[config.mk]
export PLATFORM = sky130hd
export DESIGN_NAME = matrix_keypad_scanner
export DESIGN_NICKNAME = d
export VERILOG_FILES = /design/src/rtl/matrix_keypad_scanner.sv
export SDC_FILE = /design/constraint.sdc
export NUM_CORES = 1
export LEC_CHECK = 0
export ABC_AREA = 1
export BUFFER_PORTS_ARGS = -buffer_cell sky130_fd_sc_hd__buf_2
export CAP_MARGIN = 0
export CORE_ASPECT_RATIO = 0.8
export CORE_MARGIN = 2
export CORE_UTILIZATION = 37
export DETAILED_ROUTE_END_ITERATION = 10
export GPL_ROUTABILITY_DRIVEN = 0
export PLACE_DENSITY_LB_ADDON = 0.12
export SLEW_MARGIN = 20
export SYNTH_ARGS = -nofsm -noshare
export SYNTH_HDL_FRONTEND = slang
export SYNTH_SLANG_ARGS = --single-unit
[constraint.sdc]
create_clock -name clk -period 4.3 [get_ports clk]
set_clock_uncertainty 0.1 [all_clocks]
set_input_delay 0.86 -clock clk [delete_from_list [all_inputs] [get_ports clk]]
set_output_delay 0.86 -clock clk [all_outputs]
set_load 0.02 [all_outputs]
[src/rtl/matrix_keypad_scanner.sv]
// Row-scanning keypad controller: drives one row at a time, classifies each full frame
// as none/single/multi, debounces frame results and reports press/release events.
module matrix_keypad_scanner #(
  parameter int ROWS           = 4,
  parameter int COLS           = 4,
  parameter int SCAN_DIV       = 1000,
  parameter int DEBOUNCE_SCANS = 4,
  localparam int CODE_W        = $clog2(ROWS*COLS)
) (
  input  logic              clk,
  input  logic              reset_n,
  input  logic [COLS-1:0]   col,
  output logic [ROWS-1:0]   row,
  output logic              key_held,
  output logic [CODE_W-1:0] key_code,
  output logic              multi_key,
  output logic              evt_valid,
  input  logic              evt_ready,
  output logic [CODE_W-1:0] evt_code,
  output logic              evt_press,
  output logic              overflow,
  input  logic              overflow_clr
);

  localparam int RW = $clog2(ROWS);
  localparam int DW = $clog2(SCAN_DIV);
  localparam int CW = $clog2(DEBOUNCE_SCANS + 1);

  typedef enum logic [1:0] {KIND_NONE, KIND_SINGLE, KIND_MULTI} kind_e;

  logic [COLS-1:0]   col_meta_q, scol_q;
  logic [RW-1:0]     row_idx_q;
  logic [DW-1:0]     dwell_q;
  logic [1:0]        acc_cnt_q;
  logic [CODE_W-1:0] acc_code_q;
  logic              frame_vld_q;
  kind_e             frame_kind_q;
  logic [CODE_W-1:0] frame_code_q;

  kind_e             prev_kind_q, prev_kind_d;
  logic [CODE_W-1:0] prev_code_q, prev_code_d;
  logic [CW-1:0]     stable_q, stable_d;
  kind_e             deb_kind_q, deb_kind_d;
  logic [CODE_W-1:0] deb_code_q, deb_code_d;
  logic              key_held_q, key_held_d;
  logic              multi_key_q, multi_key_d;
  logic [CODE_W-1:0] key_code_q, key_code_d;
  logic              evt_valid_q, evt_valid_d;
  logic [CODE_W-1:0] evt_code_q, evt_code_d;
  logic              evt_press_q, evt_press_d;
  logic              overflow_q, overflow_d;

  logic              new_evt, new_press;
  logic [CODE_W-1:0] new_code;
  logic [1:0]        row_hits, sample_cnt;
  logic [CODE_W-1:0] row_code, sample_code;
  logic [2:0]        hit_sum;

  assign row = ~(ROWS'(1) << row_idx_q);

  // Count low columns in the current row (saturating at 2) and merge with the frame so far.
  always_comb begin
    row_hits = 2'd0;
    row_code = '0;
    for (int c = 0; c < COLS; c++) begin
      if (!scol_q[c]) begin
        if (row_hits == 2'd0) row_code = CODE_W'(int'(row_idx_q) * COLS + c);
        if (row_hits != 2'd2) row_hits = row_hits + 2'd1;
      end
    end
    hit_sum     = {1'b0, acc_cnt_q} + {1'b0, row_hits};
    sample_cnt  = (hit_sum >= 3'd2) ? 2'd2 : hit_sum[1:0];
    sample_code = (acc_cnt_q == 2'd0 && row_hits == 2'd1) ? row_code : acc_code_q;
  end

  always_ff @(posedge clk or negedge reset_n) begin
    if (!reset_n) begin
      col_meta_q   <= '1;
      scol_q       <= '1;
      row_idx_q    <= '0;
      dwell_q      <= '0;
      acc_cnt_q    <= 2'd0;
      acc_code_q   <= '0;
      frame_vld_q  <= 1'b0;
      frame_kind_q <= KIND_NONE;
      frame_code_q <= '0;
    end else begin
      col_meta_q  <= col;
      scol_q      <= col_meta_q;
      frame_vld_q <= 1'b0;
      if (dwell_q == DW'(SCAN_DIV - 1)) begin
        dwell_q <= '0;
        if (row_idx_q == RW'(ROWS - 1)) begin
          row_idx_q    <= '0;
          frame_vld_q  <= 1'b1;
          frame_kind_q <= (sample_cnt == 2'd0) ? KIND_NONE :
                          (sample_cnt == 2'd1) ? KIND_SINGLE : KIND_MULTI;
          // Non-single results carry code 0 so results compare on {kind, code}.
          frame_code_q <= (sample_cnt == 2'd1) ? sample_code : '0;
          acc_cnt_q    <= 2'd0;
          acc_code_q   <= '0;
        end else begin
          row_idx_q  <= row_idx_q + RW'(1);
          acc_cnt_q  <= sample_cnt;
          acc_code_q <= sample_code;
        end
      end else begin
        dwell_q <= dwell_q + DW'(1);
      end
    end
  end

  always_comb begin
    prev_kind_d = prev_kind_q;
    prev_code_d = prev_code_q;
    stable_d    = stable_q;
    deb_kind_d  = deb_kind_q;
    deb_code_d  = deb_code_q;
    key_held_d  = key_held_q;
    multi_key_d = multi_key_q;
    key_code_d  = key_code_q;
    new_evt     = 1'b0;
    new_press   = 1'b0;
    new_code    = deb_code_q;
    if (frame_vld_q) begin
      prev_kind_d = frame_kind_q;
      prev_code_d = frame_code_q;
      if (frame_kind_q == prev_kind_q && frame_code_q == prev_code_q)
        stable_d = (stable_q == CW'(DEBOUNCE_SCANS)) ? stable_q : stable_q + CW'(1);
      else
        stable_d = CW'(1);
      if (stable_d == CW'(DEBOUNCE_SCANS) &&
          (frame_kind_q != deb_kind_q || frame_code_q != deb_code_q)) begin
        deb_kind_d  = frame_kind_q;
        deb_code_d  = frame_code_q;
        key_held_d  = (frame_kind_q == KIND_SINGLE);
        multi_key_d = (frame_kind_q == KIND_MULTI);
        case (frame_kind_q)
          KIND_SINGLE: begin
            new_evt    = 1'b1;
            new_press  = 1'b1;
            new_code   = frame_code_q;
            key_code_d = frame_code_q;
          end
          default: begin
            // Leaving a single key always reports its release; leaving multi does not.
            new_evt = (deb_kind_q == KIND_SINGLE);
          end
        endcase
      end
    end
  end

  always_comb begin
    evt_valid_d = evt_valid_q;
    evt_code_d  = evt_code_q;
    evt_press_d = evt_press_q;
    overflow_d  = overflow_q & ~overflow_clr;
    if (evt_valid_q && evt_ready) evt_valid_d = 1'b0;
    if (new_evt) begin
      if (!evt_valid_q || evt_ready) begin
        evt_valid_d = 1'b1;
        evt_code_d  = new_code;
        evt_press_d = new_press;
      end else begin
        overflow_d = 1'b1;
      end
    end
  end

  always_ff @(posedge clk or negedge reset_n) begin
    if (!reset_n) begin
      prev_kind_q <= KIND_NONE;
      prev_code_q <= '0;
      stable_q    <= '0;
      deb_kind_q  <= KIND_NONE;
      deb_code_q  <= '0;
      key_held_q  <= 1'b0;
      multi_key_q <= 1'b0;
      key_code_q  <= '0;
      evt_valid_q <= 1'b0;
      evt_code_q  <= '0;
      evt_press_q <= 1'b0;
      overflow_q  <= 1'b0;
    end else begin
      prev_kind_q <= prev_kind_d;
      prev_code_q <= prev_code_d;
      stable_q    <= stable_d;
      deb_kind_q  <= deb_kind_d;
      deb_code_q  <= deb_code_d;
      key_held_q  <= key_held_d;
      multi_key_q <= multi_key_d;
      key_code_q  <= key_code_d;
      evt_valid_q <= evt_valid_d;
      evt_code_q  <= evt_code_d;
      evt_press_q <= evt_press_d;
      overflow_q  <= overflow_d;
    end
  end

  assign key_held  = key_held_q;
  assign key_code  = key_code_q;
  assign multi_key = multi_key_q;
  assign evt_valid = evt_valid_q;
  assign evt_code  = evt_code_q;
  assign evt_press = evt_press_q;
  assign overflow  = overflow_q;

endmodule

==> summary.md, run 1 <==
| Metric | Value |
|---|---|
| Status | `finished, final reports clean` |
| Die W | `106.0 microns` |
| Peak VDD IR | `208.7 uV` |
| WHS Path Cells | `0` |
| Cell count after placement | `495` |
| CP max FO | `5` |
| Final min period | `2.884 ns` |
| Synth top area share | `0.4304` |
| Largest net degree at the start of global routing | `37` |
| Fin. Hold Viols | `0` |
| Worst path arrival time | `3.04 ns` |
| Detailed Route WL | `6167 microns` |
| # rows | `29` |
| Final Cycle Share | `0.6706` |
| CTS tree | `yes` |
| Sink Count | `61` |
| Share of cells above drive strength 1 | `0.1737` |
| Wire length per cell | `12.07 microns` |
| Max Clk Rate | `346.8 MHz` |
| Vias in the first global route | `2265` |
| First-pass GRT wire length | `10870 microns` |
| Post-CTS Hold Fix Bufs | `0` |
| Max_cap viols | `0` |
| I/O pin cnt | `25` |
| Internal power | `0.0008320 W` |
| Layout fillers | `824` |
| H-tree depth | `3` |
| Max Slew Vio Count | `0` |
| Final setup viols | `0` |
| Core Box Area | `0.008019 sq mm` |
| Fin util | `0.4344` |
| Clock transition at the registers of the reported paths | `0.07 ns` |
| CP required | `4.46 ns` |
| Gr ovfl total | `0` |
| Crit path setup slack, layout | `1.416 ns` |
| Largest cells by area after synthesis | `dfrtp_1 43%, nand2_1 14%, dfstp_2 6.8%` |
| CP endpoint kind | `flop` |
| Yosys cell types | `35` |
| Post-layout nets | `421` |
| Startpoint types | `flop` |
| DP HPWL | `4496 microns` |
| Post-route insts no fill | `511` |
| DR pass1 iterations | `4` |
| GRT Util Overall | `0.1547` |
| Synth area leader | `dfrtp_1` |
| Antenna viol nets, final | `0` |
| Pre-CTS setup slack | `1.439 ns` |
| Clock Latency Late Sink | `0.34 ns` |
| Drt drc | `0` |
| Vias per cell | `4.658` |
| Pleak | `1.763 nW` |
| Top_reg_cell synth | `dfrtp_1` |
| Synth Cell Area | `0.003082 sq mm` |
| Synth async-reset ratio | `1.000` |
| Clk buf depth | `2` |
| List of most frequent post-synthesis cells | `117 x nand2_1, 53 x dfrtp_1, 49 x inv_1` |
| Yosys Warn Count | `0` |
| Syn avg cell area | `8.420 sq um` |
| Worst min path class | `flop to flop` |
| Die area | `0.009080 sq mm` |
| Synthesized Nets | `389` |
| Clk root buf | `clkbuf_8` |
| RSZ-0062 raised after global routing | `false` |
| R2R cell count | `13` |
| Resized Gates After CTS | `0` |
| Seq/Total Area, Yosys | `0.4986` |
| Post-synth EDFFs | `0` |
| Critical path class | `flop to flop` |
| Count leader, synth | `nand2_1` |
| Num CTS Buffers | `9` |
| Vias | `2380` |
| DR iter-0 viols | `107` |
| Net Sw Frac | `0.2292` |
| #FFs+latches synth | `61` |
| IO buf count | `24` |
| Slew margin rel. | `0.3505` |
| Starting Density | `0.3843` |
| Flop pwr share | `0.540` |
| Comb power frac | `0.036` |
| # Post-CTS Setup Buffers | `0` |
| Power Density | `309.9 mW/mm^2` |
| NetSw | `0.0002474 W` |
| DIE HEIGHT | `85.63 microns` |
| Initial antenna violation count | `0` |
| ANT cells | `0` |
| Clk pwr share | `0.424` |
| Worst-Margin Slew | `0.9668 ns` |
| Syn Inst Count | `366` |
| Area Growth Syn to Fin | `13.03%` |
| Final TNS setup | `0 ns` |
-- final cells by class --
cell class	count	area, sq um	share of cell area
clock buffers	14	162.7	0.04670
well taps	108	135.1	0.03879
clock inverters	2	10.01	0.002874
repair buffers	25	127.6	0.03664
multi-input cells	246	1305	0.3746
flip-flops and latches	61	1536	0.4411
inverters	55	206.4	0.05927
-- sequential cells by signal (all words and copies together), names as in the netlist, 3 cells and up --
register	count
evt_code	4
acc_code_q	4
col_meta_q	4
prev_code_q	4
stable_q	3
frame_code_q	4
key_code	4
deb_code_q	4
scol_q	4
dwell_q	10
-- final timing paths --
| check | from | endpoint | slack, ns |
|---|---|---|---|
| hold / removal | col_meta_q[2]$_DFF_PN1_ | scol_q[2]$_DFF_PN1_ | 0.25 |
| setup / recovery | scol_q[0]$_DFF_PN1_ | frame_code_q[1]$_DFFE_PN0P_ | 1.42 |
| max in group asynchronous | reset_n | evt_valid$_DFF_PN0_ | 2.79 |
| setup reg to reg | scol_q[0]$_DFF_PN1_ | frame_code_q[1]$_DFFE_PN0P_ | 1.42 |
| min in group asynchronous | reset_n | row_idx_q[1]$_DFFE_PN0N_ | 0.41 |
| hold reg to reg | col_meta_q[2]$_DFF_PN1_ | scol_q[2]$_DFF_PN1_ | 0.25 |
-- kinds of logic (layout without fill, tap and decap cells) --
kind of cell             Yosys count  count (layout)  synth area share
flip-flops                        61              61            0.4986
adder cells (fa/ha/maj)           15              15           0.06334
buffers and inverters             59              96           0.07795
AO/OA/AOI/OAI                     47              47           0.08486
AND/OR/NAND/NOR                  181             181            0.2668
XOR/XNOR                           3               3          0.008528
-- stage by stage --
step | total power, W | hold WS, ns | area [sq um]
3_5_place_dp | 0.0006334 | 0.2476 | 3311
6_report | 0.001079 | 0.2542 | 3483
2_1_floorplan | 0.0006126 | 0.2452 | 3082
4_1_cts | 0.001101 | 0.2545 | 3483
5_1_grt | 0.001135 | 0.2594 | 3483
3_3_place_gp | 0.0006331 | 0.2461 | 3311
-- worst max-delay path: stages, from the launching register on --
cell and delay (ns):
dfstp_2 0.57, inv_1 0.05, ha_1 0.29, a21oi_1 0.25, ha_1 0.18, o21ai_0 0.09, inv_1 0.07, ha_1 0.13
inv_1 0.05, fa_1 0.48, nand2_1 0.07, nor3b_1 0.19, inv_1 0.12, o21ai_0 0.17
-- placed cells by master (no fill, tap or decap), types with 5 or more instances in the layout --
| cell type | netlist | final |
|---|---|---|
| buf_2 | 0 | 24 |
| clkbuf_8 | 0 | 11 |
| dfrtp_1 | 53 | 53 |
| dfstp_2 | 8 | 8 |
| ha_1 | 14 | 14 |
| inv_1 | 49 | 49 |
| inv_2 | 6 | 6 |
| nand2_1 | 117 | 117 |
| nand2_2 | 5 | 5 |
| nand3_1 | 9 | 9 |
| nand4_1 | 10 | 10 |
| nor2_1 | 21 | 21 |
| o21ai_0 | 27 | 27 |
| o22ai_1 | 6 | 6 |
-- per-layer routing --
| layer | vias up | global-route usage | share of wire |
|---|---|---|---|
| met1 | 1122 | 0.2176 | 0.54 |
| met2 | 26 | 0.2217 | 0.42 |
| li1 | 1228 | - | - |
| met5 | - | 0 | 0 |
| met3 | 4 | 0.05927 | 0.034 |
| met4 | 0 | 0.04665 | 0.0068 |
-- power groups by stage --
stage          sequential (W)  clock, W  combinational [W]
6_report             0.000583  0.000458          0.0000386
5_1_grt              0.000583  0.000506          0.0000453
4_1_cts              0.000583  0.000478          0.0000403
3_5_place_dp         0.000594         0          0.0000397
3_3_place_gp         0.000594         0          0.0000396
2_1_floorplan        0.000593         0          0.0000194
No activity file was read; power rests on OpenSTA's default activity.
==> run 2, diff against run 1 <==
Clock period 4.3 ns to 2.7 ns, I/O delays scaled along.
==> run 2 against run 1 <==
Net effect:
- combinational power rose to 2.5 times the previous value
- sequential share of layout area down 3.0 points
- utilization up 3.1 points
- cell count up 2.5%
- non-clock buffer count up 14
- worst setup slack worse by 1.4 ns
- sequential power up 59%
- clock power up 97%
- hold slack worse by 0.11 ns
- critical path type unchanged
- critical endpoint is now frame_kind_q[0]$_DFFE_PN0P_
- largest cell class unchanged
==> summary.md, run 2 (synthesis gave the netlist of run 1 again) <==
| Metric | Value |
|---|---|
| Status | `finished, final reports clean` |
| Register bank with the most flops | `dwell_q` |
| Crit path setup slack, layout | `0.04377 ns` |
| Wire length per cell | `11.99 microns` |
| DR pass1 iterations | `4` |
| Share of cells above drive strength 1 | `0.2452` |
| Final setup viols | `0` |
| Clk root buf | `clkbuf_8` |
| Commonest non-fill, non-tap cell in the layout | `nand2_1` |
| Sink Count | `61` |
| Worst-Margin Slew | `0.7024 ns` |
| Fin util | `0.4656` |
| DIE HEIGHT | `85.63 microns` |
| Worst min path class | `input port to async pin` |
| CP endpoint kind | `flop` |
| Cell count after placement | `506` |
| DR iter-0 viols | `82` |
| Area Growth Syn to Fin | `21.15%` |
| Startpoint types | `flop` |
| Final min period | `2.656 ns` |
| Max Clk Rate | `376.5 MHz` |
| Max Slew Vio Count | `0` |
| Largest register FFs | `10` |
| Pre-CTS setup slack | `-0.03979 ns` |
| Post-route insts no fill | `524` |
| Starting Density | `0.3843` |
| First-pass GRT wire length | `10800 microns` |
| Total power | `0.001928 W` |
| CP max FO | `5` |
| Power Density | `516.4 mW/mm^2` |
| # rows | `29` |
| Vias in the first global route | `2259` |
| Post-layout nets | `435` |
| CP required | `2.86 ns` |
| GRT Util Overall | `0.1518` |
| WHS | `0.1427 ns` |
| Vias per cell | `4.615` |
| Die area | `0.009080 sq mm` |
| Worst path arrival time | `2.81 ns` |
| Drt drc | `0` |
| Post-CTS Hold Fix Bufs | `0` |
| Fin. Hold Viols | `0` |
| CTS tree | `yes` |
| Peak VDD IR | `269.6 uV` |
| I/O pin cnt | `25` |
| ANT cells | `0` |
| Num CTS Buffers | `9` |
| Antenna viol nets, final | `0` |
| Largest net degree at the start of global routing | `33` |
| Highest routed metal layer | `met4` |
| IO buf count | `24` |
| Clock transition at the registers of the reported paths | `0.07 ns` |
| DP HPWL | `4539 microns` |
| Max_cap viols | `0` |
| Initial antenna violation count | `0` |
| Clk buf depth | `2` |
| Most frequent cells in the layout | `114 x nand2_1, 53 x dfrtp_1, 45 x inv_1` |
| Detailed Route WL | `6282 microns` |
| RSZ-0062 raised after global routing | `true` |
| Die W | `106.0 microns` |
| H-tree depth | `3` |
| Pleak | `1.856 nW` |
| Met1 WL | `3233 microns` |
| Final Cycle Share | `0.9838` |
| Vias | `2418` |
| Met2 wire len | `2743 microns` |
| Met3 WL | `254 microns` |
| Slew margin rel. | `0.5317` |
| Clock Latency Late Sink | `0.34 ns` |
| Core Box Area | `0.008019 sq mm` |
| Gr ovfl total | `0` |
| Critical path class | `flop to flop` |
## run 2: cell types whose count changed in the layout (fill, tap and decap cells not counted), moves of 2 or more
cell and delta:
inv_2 +4, ha_4 +3, nand2_1 -3, ha_1 -4, o22ai_1 -2, buf_6 +2, nand2_2 +3, inv_1 -4
o21ai_0 -2, clkbuf_1 -2, o21ai_2 +2, buf_4 +11, o22ai_2 +2, bufinv_16 +2
## run 2: area by class of cell
type	count	area [sq um]
fillers	781	4285
well taps	108	135.1
flip-flops and latches	61	1536
clock inverters	4	72.57
inverters	55	206.4
repair buffers	39	252.7
clock buffers	11	141.4
multi-input cells	246	1389
## run 2: final timing paths
check | startpoint | endpoint | slack [ns] | cells past startpoint
max | scol_q[1]$_DFF_PN1_ | frame_kind_q[0]$_DFFE_PN0P_ | 0.04 | 13
max in group asynchronous | reset_n | scol_q[0]$_DFF_PN1_ | 1.70 | 2
min | reset_n | frame_code_q[1]$_DFFE_PN0P_ | 0.14 | 1
min reg2reg | col_meta_q[1]$_DFF_PN1_ | scol_q[1]$_DFF_PN1_ | 0.25 | 0
min in group clk | col[3] | col_meta_q[3]$_DFF_PN1_ | 0.18 | 1
max reg2reg | scol_q[1]$_DFF_PN1_ | frame_kind_q[0]$_DFFE_PN0P_ | 0.04 | 13
## run 2: layer usage
metal,vias up,GRT usage
li1,1254,-
met1,1128,0.2111
met2,32,0.2293
met3,4,0.04103
met4,0,0.05502
met5,-,0
## run 2: report_power, final
part	total, W	switching (W)	leakage (nW)	internal (W)
combinational	0.0000975	0.0000554	0.940	0.0000421
sequential	0.000929	0.00000394	0.810	0.000925
clock	0.000902	0.000363	0.105	0.000539
total	0.00193	0.000423	1.86	0.00151
## run 2: critical path: stages (launching register included)
cell and delay, ns:
dfstp_2 0.55, inv_2 0.05, ha_4 0.24, a21oi_4 0.15, ha_4 0.15, o21ai_2 0.06, inv_1 0.06, ha_2 0.16
inv_2 0.04, fa_1 0.55, nand2_2 0.06, nor3b_2 0.20, inv_2 0.10, o21ai_0 0.10
## run 2: repair_timing
action,in CTS,in global routing
gates resized for setup,3,21
endpoints found under the setup margin,5,7
buffers inserted,0,3
pin swaps,0,9
hold endpoints to repair,0,0
## run 2: per-stage QoR
stage          setup TNS [ns]  cell area, sq um
2_1_floorplan               0              3082
3_3_place_gp         -0.01021              3406
3_5_place_dp         -0.03979              3406
4_1_cts                     0              3623
5_1_grt               -0.2192              3734
6_report                    0              3734
==> run 3, diff against run 2 <==
Settings changed: CORE_UTILIZATION 37 to 59.
==> run 3 against run 2 <==
Net effect:
- maximum frequency decreased by 1.5%
- clock power increased by 0.9%
- wire length increased by 1.5%
- utilization increased by 26 points
- register-to-register slack got worse by 0.04 ns
- non-clock buffer count decreased by 4
- die area decreased by 36%
- worst setup slack got worse by 0.039 ns
- flip-flop and latch count unchanged
- critical path type unchanged
- critical endpoint is now frame_code_q[2]$_DFFE_PN0P_
==> summary.md, run 3 (synthesis gave the netlist of run 1 again) <==
| Metric | Value |
|---|---|
| Status | `finished, final reports clean` |
| Most frequent cells in the layout | `114 x nand2_1, 53 x dfrtp_1, 44 x inv_1` |
| RSZ-0062 raised after global routing | `true` |
| Clk pwr share | `0.469` |
| Net Sw Frac | `0.2099` |
| Commonest non-fill, non-tap cell in the layout | `nand2_1` |
| Cell Chain, Critical Path | `inv_2, ha_4, a21oi_4, ha_4, o21ai_4, inv_1, ha_2, inv_2, fa_1, nand2_2, nor3b_2, inv_2, o22ai_1` |
| Grt met3 use | `0.05357` |
| Fin util | `0.7280` |
| Reg area | `0.001536 sq mm` |
| NetSw | `0.0004072 W` |
| Final setup viols | `0` |
| H-tree depth | `3` |
| Slowest CP cell | `fa_1` |
| Clock transition at the registers of the reported paths | `0.07 ns` |
| Vias per cell | `5.187` |
| Reg2reg start | `scol_q[1]$_DFF_PN1_` |
| Die W | `84.80 microns` |
| # rows | `23` |
| Largest register FFs | `10` |
| Cell area after placement | `0.003326 sq mm` |
| Pre-CTS setup slack | `-0.1294 ns` |
| Antenna viol nets, final | `0` |
| Post-CTS Hold Fix Bufs | `0` |
| ANT cells | `0` |
| DR iter-0 viols | `174` |
| Multi-input logic area | `0.001401 sq mm` |
| Share of cells above drive strength 1 | `0.2421` |
| Startpoint types | `flop` |
| Max_cap viols | `0` |
| Cell count after placement | `457` |
| Starting Density | `0.6119` |
| DP HPWL | `4460 microns` |
| Comb power frac | `0.052` |
| DIE HEIGHT | `68.64 microns` |
| Final Cell Area | `0.003666 sq mm` |
| Worst path arrival time | `2.84 ns` |
| CP endpoint kind | `flop` |
| Register bank with the most flops | `dwell_q` |
| Clk root buf | `clkbuf_8` |
| Vias in the first global route | `2285` |
| Worst-Margin Slew | `0.5672 ns` |
| CP required | `2.85 ns` |
| Crit path setup slack, layout | `0.004433 ns` |
| Die area | `0.005821 sq mm` |
| Detailed Route WL | `6378 microns` |
| Crit Reg-Reg Endpoint | `frame_code_q[2]$_DFFE_PN0P_` |
| Core Box Area | `0.005036 sq mm` |
| Largest net degree at the start of global routing | `39` |
| CP peak stage delay | `0.54 ns` |
| R2R cell count | `13` |
| Busiest grt layer | `met2` |
| Vias | `2464` |
| Drt drc | `0` |
| Gr ovfl total | `0` |
| Clk buf depth | `2` |
| CP max FO | `5` |
| Sink Count | `61` |
| Area Growth Syn to Fin | `18.96%` |
| Pleak | `1.855 nW` |
| Critical path class | `flop to flop` |
| Met2 usage | `0.3573` |
| Clock Latency Late Sink | `0.34 ns` |
| Layout fillers | `387` |
| Max Slew Vio Count | `0` |
| DR pass1 iterations | `5` |
| R2r setup slk | `0.004 ns` |
| Wire length per cell | `13.43 microns` |
| GRT Util Overall | `0.2344` |
| Peak VDD IR | `386.9 uV` |
| Initial antenna violation count | `0` |
| Post-layout nets | `431` |
| Fin. Hold Viols | `0` |
| Flop pwr share | `0.479` |
| Num CTS Buffers | `9` |
| Max Clk Rate | `371.0 MHz` |
| First-pass GRT wire length | `10590 microns` |
| Internal power | `0.001533 W` |
| Most used cell, CP | `inv_2` |
| Power Density | `529.2 mW/mm^2` |
| Slew margin rel. | `0.6219` |
| Final min period | `2.696 ns` |
| IO buf count | `24` |
| Worst min path class | `input port to async pin` |
| Post-route insts no fill | `475` |
| I/O pin cnt | `25` |
| Met1 Track Usage GR | `0.3302` |
| CTS tree | `yes` |
| Final Cycle Share | `0.9984` |
## run 3: final cells by class
class | count | share of cell area
Clock inverter | 4 | 0.01911
Multi-Input combinational cell | 246 | 0.3823
Clock buffer | 12 | 0.04232
Sequential cell | 61 | 0.4191
Inverter | 55 | 0.05631
Timing Repair Buffer | 35 | 0.05973
Tap cell | 62 | 0.02116
## run 3: power by group through the flow
| stage | registers [W] | logic [W] | clock network [W] |
|---|---|---|---|
| 6_report | 0.000929 | 0.000100 | 0.000910 |
| 5_1_grt | 0.000929 | 0.000112 | 0.000960 |
| 4_1_cts | 0.000928 | 0.0000810 | 0.000926 |
| 3_5_place_dp | 0.000944 | 0.0000762 | 0 |
| 3_3_place_gp | 0.000944 | 0.0000728 | 0 |
| 2_1_floorplan | 0.000945 | 0.0000309 | 0 |
## run 3: worst max-delay path by stage
stage                             start                           to  depth (start not counted)
global placement    scol_q[0]$_DFF_PN1_  frame_code_q[1]$_DFFE_PN0P_                         13
finish              scol_q[1]$_DFF_PN1_  frame_code_q[2]$_DFFE_PN0P_                         13
CTS                 scol_q[1]$_DFF_PN1_  frame_code_q[1]$_DFFE_PN0P_                         13
global route        scol_q[0]$_DFF_PN1_  frame_code_q[1]$_DFFE_PN0P_                         16
detailed placement  scol_q[1]$_DFF_PN1_  frame_code_q[1]$_DFFE_PN0P_                         13
floorplan           scol_q[0]$_DFF_PN1_  frame_code_q[1]$_DFFE_PN0P_                         13
## run 3: timing repair
action / 4_1_cts / 5_1_grt
endpoints found under the setup margin: 5 / 9
pin swaps: 1 / 9
endpoints found under the hold margin: 0 / 0
buffers inserted: 0 / 2
resized for setup: 7 / 20
cloned: 0 / 0
## run 3: per-layer routing
metal,share of wire,vias up
li1,-,1245
met1,0.49,1150
met2,0.46,62
met3,0.043,7
met4,0.0086,0
met5,0,-
## run 3: critical path: cells and delay by family, from the launching register on
kind            cells  cell delay (ns)
flops               1             0.53
compound gates      3             0.37
fa+ha+maj           4             1.12
simple gates        2             0.23
buf+inv             4             0.25
## run 3: through the flow
step	hold slack [ns]	total power, W	setup TNS [ns]
finish	0.08757	0.001940	0
global route	0.1348	0.002002	-0.3233
CTS	0.1120	0.001935	0
detailed placement	0.2478	0.001021	-0.5110
global placement	0.2456	0.001017	0
floorplan	0.1444	0.0009757	0
